**config.mk**
```make
export PLATFORM = sky130hd
export DESIGN_NAME = stepper_ramp_ctrl
export DESIGN_NICKNAME = d
export VERILOG_FILES = /design/src/rtl/stepper_pkg.sv /design/src/rtl/stepper_step_timer.sv /design/src/rtl/stepper_ramp_ctrl.sv
export SDC_FILE = /design/constraint.sdc
export NUM_CORES = 1
export LEC_CHECK = 0
export ABC_AREA = 1
export CAP_MARGIN = 20
export CELL_PAD_IN_SITES_DETAIL_PLACEMENT = 0
export CELL_PAD_IN_SITES_GLOBAL_PLACEMENT = 1
export CORE_AREA = 2 2 198 200
export CTS_BUF_LIST = sky130_fd_sc_hd__clkbuf_16
export DETAILED_ROUTE_END_ITERATION = 10
export DIE_AREA = 0 0 200 202
export GPL_ROUTABILITY_DRIVEN = 0
export PLACE_DENSITY_LB_ADDON = 0.1
export SYNTH_ARGS = -nofsm -noshare
export SYNTH_HDL_FRONTEND = slang
export SYNTH_SLANG_ARGS = --single-unit
```
**constraint.sdc**
```tcl
create_clock -name clk -period 5.15 [get_ports clk]
set_input_delay 0.7725 -clock clk [delete_from_list [all_inputs] [get_ports clk]]
set_output_delay 0.7725 -clock clk [all_outputs]
set_load 0.01 [all_outputs]
```
**src/rtl/stepper_pkg.sv**
```systemverilog
// Shared definitions for the stepper ramp controller: coil phase table,
// drive-mode and FSM encodings, and index helpers.
package stepper_pkg;

   typedef enum logic [1:0] {
      MODE_WAVE = 2'd0,
      MODE_FULL = 2'd1,
      MODE_HALF = 2'd2,
      MODE_RSVD = 2'd3
   } step_mode_e;

   typedef enum logic [1:0] {
      ST_IDLE   = 2'd0,
      ST_ACCEL  = 2'd1,
      ST_CRUISE = 2'd2,
      ST_DECEL  = 2'd3
   } step_state_e;

   // Entry [i] is the coil pattern for phase index i (leftmost literal is index 7).
   localparam logic [7:0][3:0] PHASE_TABLE = {
      4'b1001, 4'b0001, 4'b0011, 4'b0010,
      4'b0110, 4'b0100, 4'b1100, 4'b1000
   };

   function automatic logic [2:0] mode_incr(input step_mode_e mode);
      logic [2:0] inc;
      case (mode)
         MODE_WAVE, MODE_FULL: inc = 3'd2;
         default:              inc = 3'd1;
      endcase
      return inc;
   endfunction

   // Wave uses even (single-coil) phases, full uses odd (two-coil) phases.
   function automatic logic [2:0] align_index(input step_mode_e mode,
                                              input logic [2:0] idx);
      logic [2:0] aligned;
      case (mode)
         MODE_WAVE: aligned = {idx[2:1], 1'b0};
         MODE_FULL: aligned = {idx[2:1], 1'b1};
         default:   aligned = idx;
      endcase
      return aligned;
   endfunction

endpackage

```
**src/rtl/stepper_step_timer.sv**
```systemverilog
// Step interval timer: load a period, count down, flag the cycle whose
// closing edge is the step edge.
module stepper_step_timer #(
   parameter int PER_W = 24
) (
   input  logic             clk,
   input  logic             resetb,
   input  logic             load_i,
   input  logic [PER_W-1:0] load_val_i,
   output logic             expire_o
);

   localparam logic [PER_W-1:0] PER_ONE = PER_W'(1);

   logic [PER_W-1:0] cnt_q;
   logic [PER_W-1:0] cnt_d;

   always_comb begin
      cnt_d = cnt_q;
      if (load_i) begin
         cnt_d = load_val_i;
      end else if (cnt_q != '0) begin
         cnt_d = cnt_q - PER_ONE;
      end
   end

   always_ff @(posedge clk) begin
      if (resetb) begin
         cnt_q <= '0;
      end else begin
         cnt_q <= cnt_d;
      end
   end

   // A count of 1 means the next edge is exactly load_val cycles after the load edge.
   assign expire_o = (cnt_q == PER_ONE);

endmodule

```
**src/rtl/stepper_ramp_ctrl.sv**
```systemverilog
// Stepper motor controller with trapezoidal speed ramp: accepts a move command,
// accelerates from START_PER towards the requested period, cruises, and decelerates.
module stepper_ramp_ctrl
   import stepper_pkg::*;
#(
   parameter int PER_W     = 24,
   parameter int CNT_W     = 16,
   parameter int POS_W     = 32,
   parameter int START_PER = 50000,
   parameter int MIN_PER   = 5000,
   parameter int ACC_DELTA = 500,
   parameter int HOLD_EN   = 0
) (
   input  logic                    clk,
   input  logic                    resetb,
   input  logic                    cmd_valid,
   output logic                    cmd_ready,
   input  logic [CNT_W-1:0]        cmd_steps,
   input  logic                    cmd_dir,
   input  logic [1:0]              cmd_mode,
   input  logic [PER_W-1:0]        cmd_period,
   input  logic                    stop,
   output logic [3:0]              coils,
   output logic                    step_pulse,
   output logic                    busy,
   output logic                    done,
   output logic signed [POS_W-1:0] position
);

   localparam logic [PER_W-1:0] START_P = PER_W'(START_PER);
   localparam logic [PER_W-1:0] MIN_P   = PER_W'(MIN_PER);
   localparam logic [PER_W-1:0] DELTA_P = PER_W'(ACC_DELTA);
   localparam logic [CNT_W-1:0] CNT_ONE = CNT_W'(1);
   localparam logic [CNT_W:0]   CNT_ONE_X = (CNT_W+1)'(1);
   localparam logic [POS_W-1:0] POS_ONE = POS_W'(1);

   step_state_e      state_q,      state_d;
   step_mode_e       mode_q,       mode_d;
   logic             dir_q,        dir_d;
   logic [2:0]       index_q,      index_d;
   logic [POS_W-1:0] position_q,   position_d;
   logic [CNT_W-1:0] remaining_q,  remaining_d;
   logic [CNT_W-1:0] ramp_q,       ramp_d;
   logic [PER_W-1:0] period_q,     period_d;
   logic [PER_W-1:0] target_q,     target_d;
   logic             step_pulse_q, step_pulse_d;
   logic             done_q,       done_d;

   logic             timer_load;
   logic [PER_W-1:0] timer_val;
   logic             timer_expire;
   logic [PER_W-1:0] clamped_per;
   logic [CNT_W-1:0] rem_dec;
   logic [2:0]       inc;

   stepper_step_timer #(
      .PER_W (PER_W)
   ) u_step_timer (
      .clk        (clk),
      .resetb     (resetb),
      .load_i     (timer_load),
      .load_val_i (timer_val),
      .expire_o   (timer_expire)
   );

   always_comb begin
      clamped_per = cmd_period;
      if (cmd_period < MIN_P) begin
         clamped_per = MIN_P;
      end else if (cmd_period > START_P) begin
         clamped_per = START_P;
      end
   end

   // Command handshake: a move is taken on the cycle cmd_valid & cmd_ready & ~stop;
   // cmd_ready is high exactly in IDLE, and cmd_valid is ignored otherwise.
   always_comb begin
      state_d      = state_q;
      mode_d       = mode_q;
      dir_d        = dir_q;
      index_d      = index_q;
      position_d   = position_q;
      remaining_d  = remaining_q;
      ramp_d       = ramp_q;
      period_d     = period_q;
      target_d     = target_q;
      step_pulse_d = 1'b0;
      done_d       = 1'b0;
      timer_load   = 1'b0;
      timer_val    = '0;
      rem_dec      = remaining_q - CNT_ONE;
      inc          = mode_incr(mode_q);

      case (state_q)
         ST_IDLE: begin
            if (cmd_valid && !stop) begin
               mode_d   = step_mode_e'(cmd_mode);
               dir_d    = cmd_dir;
               target_d = clamped_per;
               index_d  = align_index(step_mode_e'(cmd_mode), index_q);
               if (cmd_steps == '0) begin
                  done_d = 1'b1;
               end else begin
                  remaining_d = cmd_steps;
                  ramp_d      = '0;
                  period_d    = START_P;
                  state_d     = (clamped_per == START_P) ? ST_CRUISE : ST_ACCEL;
                  timer_load  = 1'b1;
                  timer_val   = START_P;
               end
            end
         end

         default: begin
            if (timer_expire) begin
               step_pulse_d = 1'b1;
               index_d      = dir_q ? (index_q + inc) : (index_q - inc);
               position_d   = dir_q ? (position_q + POS_ONE) : (position_q - POS_ONE);
               remaining_d  = rem_dec;
               if (rem_dec == '0) begin
                  state_d = ST_IDLE;
                  done_d  = 1'b1;
               end else begin
                  if (state_q != ST_DECEL && rem_dec <= ramp_q) begin
                     state_d = ST_DECEL;
                  end
                  if (state_d == ST_DECEL) begin
                     period_d = (START_P - period_q > DELTA_P) ? (period_q + DELTA_P) : START_P;
                     ramp_d   = (ramp_q == '0) ? '0 : (ramp_q - CNT_ONE);
                  end else if (state_q == ST_ACCEL) begin
                     period_d = (period_q - target_q > DELTA_P) ? (period_q - DELTA_P) : target_q;
                     ramp_d   = ramp_q + CNT_ONE;
                     if (period_d == target_q) begin
                        state_d = ST_CRUISE;
                     end
                  end
                  timer_load = 1'b1;
                  timer_val  = period_d;
               end
            end
            // Abort keeps just enough steps to walk the ramp back down; timer untouched.
            if (stop && (state_d == ST_ACCEL || state_d == ST_CRUISE)) begin
               state_d = ST_DECEL;
               if ({1'b0, remaining_d} > ({1'b0, ramp_d} + CNT_ONE_X)) begin
                  remaining_d = ramp_d + CNT_ONE;
               end
            end
         end
      endcase
   end

   always_ff @(posedge clk) begin
      if (resetb) begin
         state_q      <= ST_IDLE;
         mode_q       <= MODE_WAVE;
         dir_q        <= 1'b0;
         index_q      <= '0;
         position_q   <= '0;
         remaining_q  <= '0;
         ramp_q       <= '0;
         period_q     <= START_P;
         target_q     <= START_P;
         step_pulse_q <= 1'b0;
         done_q       <= 1'b0;
      end else begin
         state_q      <= state_d;
         mode_q       <= mode_d;
         dir_q        <= dir_d;
         index_q      <= index_d;
         position_q   <= position_d;
         remaining_q  <= remaining_d;
         ramp_q       <= ramp_d;
         period_q     <= period_d;
         target_q     <= target_d;
         step_pulse_q <= step_pulse_d;
         done_q       <= done_d;
      end
   end

   assign cmd_ready  = (state_q == ST_IDLE);
   assign busy       = (state_q != ST_IDLE);
   assign step_pulse = step_pulse_q;
   assign done       = done_q;
   assign position   = position_q;
   assign coils      = (busy || HOLD_EN != 0) ? PHASE_TABLE[index_q] : 4'b0000;

endmodule

```
==> results.sh, run 1 <==
export IMPL_drive_gt1_share_pct=17.60
export IMPL_crit_top_cell="nand2_1"
export IMPL_yosysMostFrequentCell="nand2_1"
export IMPL_h_tree_depth=4
export IMPL_wl_microns=55050
export IMPL_critPathArrivalTime_ns=5.91
export IMPL_rows=72
export IMPL_p_total_uw=6724
export IMPL_setup_slack_ns=-0.3789
export IMPL_synth_edff_count=0
export IMPL_fin_nets=2890
export IMPL_io_buffers=86
export IMPL_coreArea_sq_um=38290
export IMPL_synthToLayoutAreaGrowth_pct=29.31
export IMPL_drv_cap=0
export IMPL_yosysTopAreaCell="dfxtp_1"
export IMPL_vias=17110
export IMPL_max_slew_margin_pct=34.81
export IMPL_ctsLongestPathBuffers=2
export IMPL_fin_util_pct=50.00
export IMPL_grt_max_degree=52
export IMPL_crit_required_ns=5.53
export IMPL_start_util_pct=38.67
export IMPL_drt_iter0_markers=1231
export IMPL_antenna_left=0
export IMPL_fin_cells=3274
export IMPL_root_buffer="clkbuf_16"
export IMPL_ff_latch_area_sq_um=2929
export IMPL_vias_per_cell=5.225
export IMPL_drv_slew=0
export IMPL_antenna_found_initial=1
export IMPL_ys_flop_type="dfxtp_1"
export IMPL_grt_setup_unrepaired="yes"
export IMPL_cpPeakStageDelay_ns=0.37
export IMPL_gr_total_overflow=0
export IMPL_hpwlAfterDp_microns=41880
export IMPL_clock_skew_ns=0.01268
export IMPL_synth_area_leaders="dfxtp_1 (20%), nand2_1 (16%), inv_1 (8.4%)"
export IMPL_synthesis_area_sq_um=14800
export IMPL_tightest_slew_ns=0.9768
export IMPL_synth_nets=2651
export IMPL_p_per_area_nw_per_um2=351.2
export IMPL_status="complete, but fails checks"
export IMPL_clkLatencyLatePin_ns=0.46
export IMPL_clkTransAtPathRegs_ns=0.07
export IMPL_crit_slowest_cell="dfxtp_4"
export IMPL_die_h_microns=202
export IMPL_syn_inst=2505
export IMPL_seq_area_frac_synth_pct=19.61
export IMPL_post_route_period_util_pct=107.4
export IMPL_synth_warning_count=0
export IMPL_cts_sinks=145
export IMPL_die_area_sq_um=40400
export IMPL_endpoint_kind="flop"
export IMPL_fmax_ghz=0.1809
export IMPL_vdd_ir_drop_max_mv=0.3005
export IMPL_synth_commonest_cells="nand2_1 (631), inv_1 (331), nor2_1 (234)"
export IMPL_finalHoldViolCount=0
export IMPL_dp_cells=3181
export IMPL_async_flop_share_pct=0
export IMPL_p_leak_uw=0.009196
export IMPL_dp_worst_setup_slack_ns=-0.2753
export IMPL_hold_path_class="reg -> reg"
export IMPL_pin_count=87
export IMPL_die_w_microns=200
export IMPL_ys_ff_latch=145
export IMPL_synthDistinctLibCells=58
export IMPL_grt_use_total_pct=26.99
export IMPL_critPathTopFamily="simple AND/OR/NAND/NOR gates"
export IMPL_cts_buffers=17
export IMPL_grt_pass1_vias=16370
export IMPL_setup_violations=16
export IMPL_dr_pass1_iters=7
export IMPL_route_detailed_drc=0
export IMPL_n_fill_cell=4020
export IMPL_finalCriticalPeriod_ns=5.529
export IMPL_n_antenna_cell=0
export IMPL_grt_pass1_wl_microns=86090
export IMPL_setup_tns_ns=-5.259
export IMPL_wl_per_cell_microns=16.82
export IMPL_cp_max_fo=7
export IMPL_synth_top_area_share_pct=19.61
export IMPL_violations="negative setup slack"
export IMPL_multiInputGateArea_sq_um=11030
export IMPL_syn_avg_cell_area_sq_um=5.910
export IMPL_cp_num_buf_inv=9
export IMPL_start_kind="flop"
export IMPL_cts_tree="built"
export IMPL_crit_type="reg -> reg"
worst reg2reg max path, delay by kind of cell, from the launching register on:
| family | cells | cell delay [ns] |
|---|---|---|
| xor gates and xnor gates | 1 | 0.20 |
| adders and majority gates | 2 | 0.58 |
| buffers and inverters | 9 | 1.27 |
| and+or+nand+nor | 22 | 2.24 |
| AOI/OAI and AO/OA | 6 | 0.78 |
| DFF | 1 | 0.37 |
flip-flops by register name, indices dropped and copies added (netlist names):
name and count:
target_q 24, remaining_q 16, state_q 2, index_q 3, period_q 24, mode_q 1, ramp_q 16, u_step_timer.cnt_q 24
done 1, dir_q 1, position 32, step_pulse 1
per-layer routing:
metal | share of wire (%) | global-route usage [%] | up-vias
li1 | - | - | 8663
met2 | 48 | 45.54 | 455
met1 | 45 | 34.98 | 7892
met4 | 2.9 | 9.392 | 0
met5 | 0 | 0 | -
met3 | 4.7 | 3.788 | 98
what timing repair did:
| item | 4_1_cts | 5_1_grt |
|---|---|---|
| setup endpoints to repair | 16 | 16 |
| setup buffers | 39 | 22 |
| pin swaps | 50 | 97 |
| resized for setup | 89 | 150 |
| gates cloned | 1 | 3 |
| hold buffers | 0 | 0 |
cell type report:
type                       count  share of cell area, %
sequential                   145                  15.30
multi-input combinational   1920                  57.61
clock inverter                14                 0.6732
tap                          518                  3.386
timing repair buffer         313                  13.98
inverter                     347                  6.830
clock buffer                  17                  2.222
stage by stage:
step                      area [sq um]  hold WS [ns]
after floorplan                  14810        0.4371
after global placement           17180        0.4521
after detailed placement         17180        0.4580
after CTS                        18320        0.4713
after global routing             19140        0.4892
final                            19140        0.4684
cell usage in the layout (no fill, tap or decap), drive strengths merged, types with 5 or more instances in the layout:
cell | Yosys | final
xnor2 | 19 | 19
nand3 | 172 | 172
nor4 | 14 | 14
nor3 | 47 | 47
a21oi | 222 | 222
inv | 342 | 347
o21ai | 192 | 192
xor2 | 98 | 98
a31oi | 10 | 10
nand3b | 8 | 8
buf | 24 | 226
o211ai | 25 | 25
nor2 | 251 | 251
nand2 | 638 | 638
clkbuf | 69 | 19
clkdlybuf4s50 | 0 | 85
a211oi | 6 | 6
clkinv | 5 | 9
ha | 96 | 96
o31ai | 5 | 5
dfxtp | 145 | 145
or2 | 18 | 18
nand4 | 60 | 60
power by group:
part	internal [uW]	total [uW]	switching [uW]	leakage (uW)
clock	668	1240	572	0.000262
combinational	1750	4150	2400	0.00775
sequential	1230	1330	101	0.00118
total	3650	6720	3080	0.00920
kinds of logic after synthesis:
group / count (synthesis) / synth area share [%]
simple gates: 1216 / 35.45
fa+ha+maj: 99 / 8.519
compound gates: 488 / 17.89
flops: 145 / 19.61
xor+xnor: 117 / 6.922
buf+inv: 440 / 11.61
path summary, 6_finish.rpt:
path / startpoint / to / slack [ns] / cells after the start
setup reg to reg: remaining_q[3] / remaining_q[4] / -0.38 / 40
hold reg to reg: index_q[2] / index_q[2] / 0.47 / 1
hold / removal: index_q[2] / index_q[2] / 0.47 / 1
setup / recovery: remaining_q[3] / remaining_q[4] / -0.38 / 40
Power figures use the tool's default switching activity.
==> inputs of run 2 (changes only) <==
- CORE_AREA: 2 2 198 200 -> 2 2 254 256
- DIE_AREA: 0 0 200 202 -> 0 0 256 258
- SYNTH_HIERARCHICAL: not set -> 1
==> run 2 against run 1 <==
The run still ends with negative setup slack left. Power decreased by 30%. Hold slack improved by 0.024 ns. Synthesized cell count increased by 7.0%. Synthesized area increased by 6.0%. Combinational power decreased by 47%. Sequential share of layout area decreased by 0.66 points. Clock power about the same. Highest routed layer unchanged.
==> results.sh, run 2 <==
export IMPL_hold_path_class="reg -> reg"
export IMPL_p_leak_uw=0.009772
export IMPL_worstHoldStart="position[20]"
export IMPL_dr_pass1_iters=8
export IMPL_synth_top_family_by_area="simple AND/OR/NAND/NOR gates"
export IMPL_holdWs_ns=0.4926
export IMPL_wl_microns=61200
export IMPL_tightest_slew_ns=0.9626
export IMPL_drt_iter0_markers=928
export IMPL_synth_edff_count=0
export IMPL_grt_pass1_wl_microns=95600
export IMPL_endpoint_kind="flop"
export IMPL_pin_count=87
export IMPL_p_total_uw=4694
export IMPL_setup_tns_ns=-3.390
export IMPL_synthSimpleGateAreaFrac_pct=39.21
export IMPL_largest_reg_flops=32
export IMPL_clkLatencyLatePin_ns=0.50
export IMPL_h_tree_depth=4
export IMPL_seq_area_frac_synth_pct=18.49
export IMPL_n_antenna_cell=0
export IMPL_setup_violations=16
export IMPL_drv_cap=0
export IMPL_wl_per_cell_microns=16.25
export IMPL_synthToLayoutAreaGrowth_pct=26.65
export IMPL_synth_top_area_share_pct=18.49
export IMPL_synth_xor_area_share_pct=5.906
export IMPL_coreArea_sq_um=63650
export IMPL_reg2reg_from="remaining_q[1]"
export IMPL_critPathArrivalTime_ns=5.75
export IMPL_ys_flop_type="dfxtp_1"
export IMPL_crit_slowest_cell="dfxtp_2"
export IMPL_synth_commonest_cells="nand2_1 (698), inv_1 (386), nor2_1 (277)"
export IMPL_async_flop_share_pct=0
export IMPL_cts_tree="built"
export IMPL_ys_ff_latch=145
export IMPL_rows=93
export IMPL_fin_util_pct=31.24
export IMPL_cp_max_fo=7
export IMPL_hpwlAfterDp_microns=47940
export IMPL_cpPeakStageDelay_ns=0.34
export IMPL_die_area_sq_um=66050
export IMPL_die_w_microns=256
export IMPL_yosysMostFrequentCell="nand2_1"
export IMPL_grt_pass1_vias=17040
export IMPL_die_h_microns=258
export IMPL_synth_warning_count=6
export IMPL_fmax_ghz=0.1851
export IMPL_p_per_area_nw_per_um2=236.1
export IMPL_synth_compound_area_share_pct=15.58
export IMPL_hold_end="position[20]"
export IMPL_fin_nets=3046
export IMPL_route_detailed_drc=0
export IMPL_dp_worst_setup_slack_ns=-0.4454
export IMPL_synth_adder_area_share_pct=8.114
export IMPL_synthesis_area_sq_um=15700
export IMPL_start_util_pct=24.66
export IMPL_vias_per_cell=4.645
export IMPL_io_buffers=86
export IMPL_drv_slew=0
export IMPL_cts_sinks=145
export IMPL_min_path_cells=2
export IMPL_antenna_found_initial=0
export IMPL_yosysTopAreaCell="dfxtp_1"
export IMPL_grt_use_total_pct=18.47
export IMPL_ctsLongestPathBuffers=2
export IMPL_violations="negative setup slack"
export IMPL_layout_common_cells="nand2_1 (670), inv_1 (376), nor2_1 (267), buf_4 (195), nand3_1 (185)"
export IMPL_grt_setup_unrepaired="yes"
export IMPL_ff2ff_path_depth=45
export IMPL_setup_slack_ns=-0.2526
export IMPL_finalCriticalPeriod_ns=5.403
export IMPL_synthMuxAreaShare_pct=0
export IMPL_drive_gt1_share_pct=16.11
export IMPL_root_buffer="clkbuf_16"
export IMPL_grt_max_degree=97
export IMPL_clkTransAtPathRegs_ns=0.07
export IMPL_synthDistinctLibCells=59
export IMPL_synth_nets=2827
export IMPL_crit_top_cell="nand2_1"
export IMPL_crit_required_ns=5.49
export IMPL_max_slew_margin_pct=35.43
export IMPL_cts_buffers=17
export IMPL_vdd_ir_drop_max_mv=0.2445
export IMPL_status="complete, but fails checks"
export IMPL_start_kind="flop"
export IMPL_vias=17500
export IMPL_worstReg2RegEnd="remaining_q[2]"
export IMPL_syn_avg_cell_area_sq_um=5.857
export IMPL_clock_skew_ns=0.01787
export IMPL_crit_type="reg -> reg"
export IMPL_syn_inst=2680
export IMPL_antenna_left=0
export IMPL_r2r_setup_slack_ns=-0.25
export IMPL_gr_total_overflow=0
export IMPL_n_fill_cell=7200
export IMPL_synth_area_leaders="dfxtp_1 (18%), nand2_1 (17%), inv_1 (9.2%)"
export IMPL_finalHoldViolCount=0
export IMPL_final_common_cell="nand2_1"
export IMPL_post_route_period_util_pct=104.9
## run 2: how the worst max path moves through the flow
stage / startpoint / to / slack, ns / cells past startpoint
floorplan: remaining_q[0] / remaining_q[8] / -0.21 / 48
global placement: remaining_q[1] / remaining_q[15] / -0.40 / 41
detailed placement: remaining_q[1] / remaining_q[15] / -0.45 / 41
CTS: remaining_q[1] / remaining_q[2] / -0.13 / 44
global route: remaining_q[1] / remaining_q[5] / -0.72 / 44
finish: remaining_q[1] / remaining_q[2] / -0.25 / 45
## run 2: cells by family after synthesis
family,Yosys count
simple gates,1392
fa+ha+maj,100
compound gates,440
flops,145
xor+xnor,105
buf+inv,498
## run 2: cell type report
type / count / area [sq um] / share of cell area, %
clock buffer: 17 / 425.4 / 2.140
clock inverter: 15 / 108.9 / 0.5475
inverter: 398 / 1496 / 7.527
multi-input combinational: 2039 / 11320 / 56.94
sequential: 145 / 2912 / 14.64
tap: 855 / 1070 / 5.381
timing repair buffer: 298 / 2549 / 12.82
## run 2: timing repair
action	CTS	global route
cloned	4	0
pin swaps	41	42
hold buffers	0	0
gates resized for setup	79	48
endpoints found under the setup margin	16	36
setup buffers	19	10
## run 2: metal layers
metal	part of all wire (%)	global-route usage [%]	routed length [microns]
met5	0	0	0
met4	2.6	6.368	1561
met3	3.2	2.837	1966
met2	46	31.14	28290
met1	48	23.94	29380
## run 2: stage by stage
stage,cells,cell area (sq um)
floorplan,2680,15800
global placement,3702,18580
detailed placement,3702,18580
CTS,3757,19610
global route,3767,19880
finish,3767,19880
## run 2: worst max-delay path: cells and delay by family, from the launching register on
| kind | cells | cell delay [ns] |
|---|---|---|
| simple gates | 22 | 1.97 |
| compound gates | 11 | 1.21 |
| buf+inv | 8 | 0.82 |
| fa+ha+maj | 3 | 0.79 |
| flops | 1 | 0.34 |
| xor+xnor | 1 | 0.14 |
## run 2: report_power, final
group / leakage (uW) / switching, uW / internal (uW) / total, uW
sequential: 0.00118 / 64.1 / 1180 / 1240
clock: 0.000267 / 615 / 618 / 1230
combinational: 0.00832 / 1330 / 890 / 2220
total: 0.00977 / 2010 / 2690 / 4690
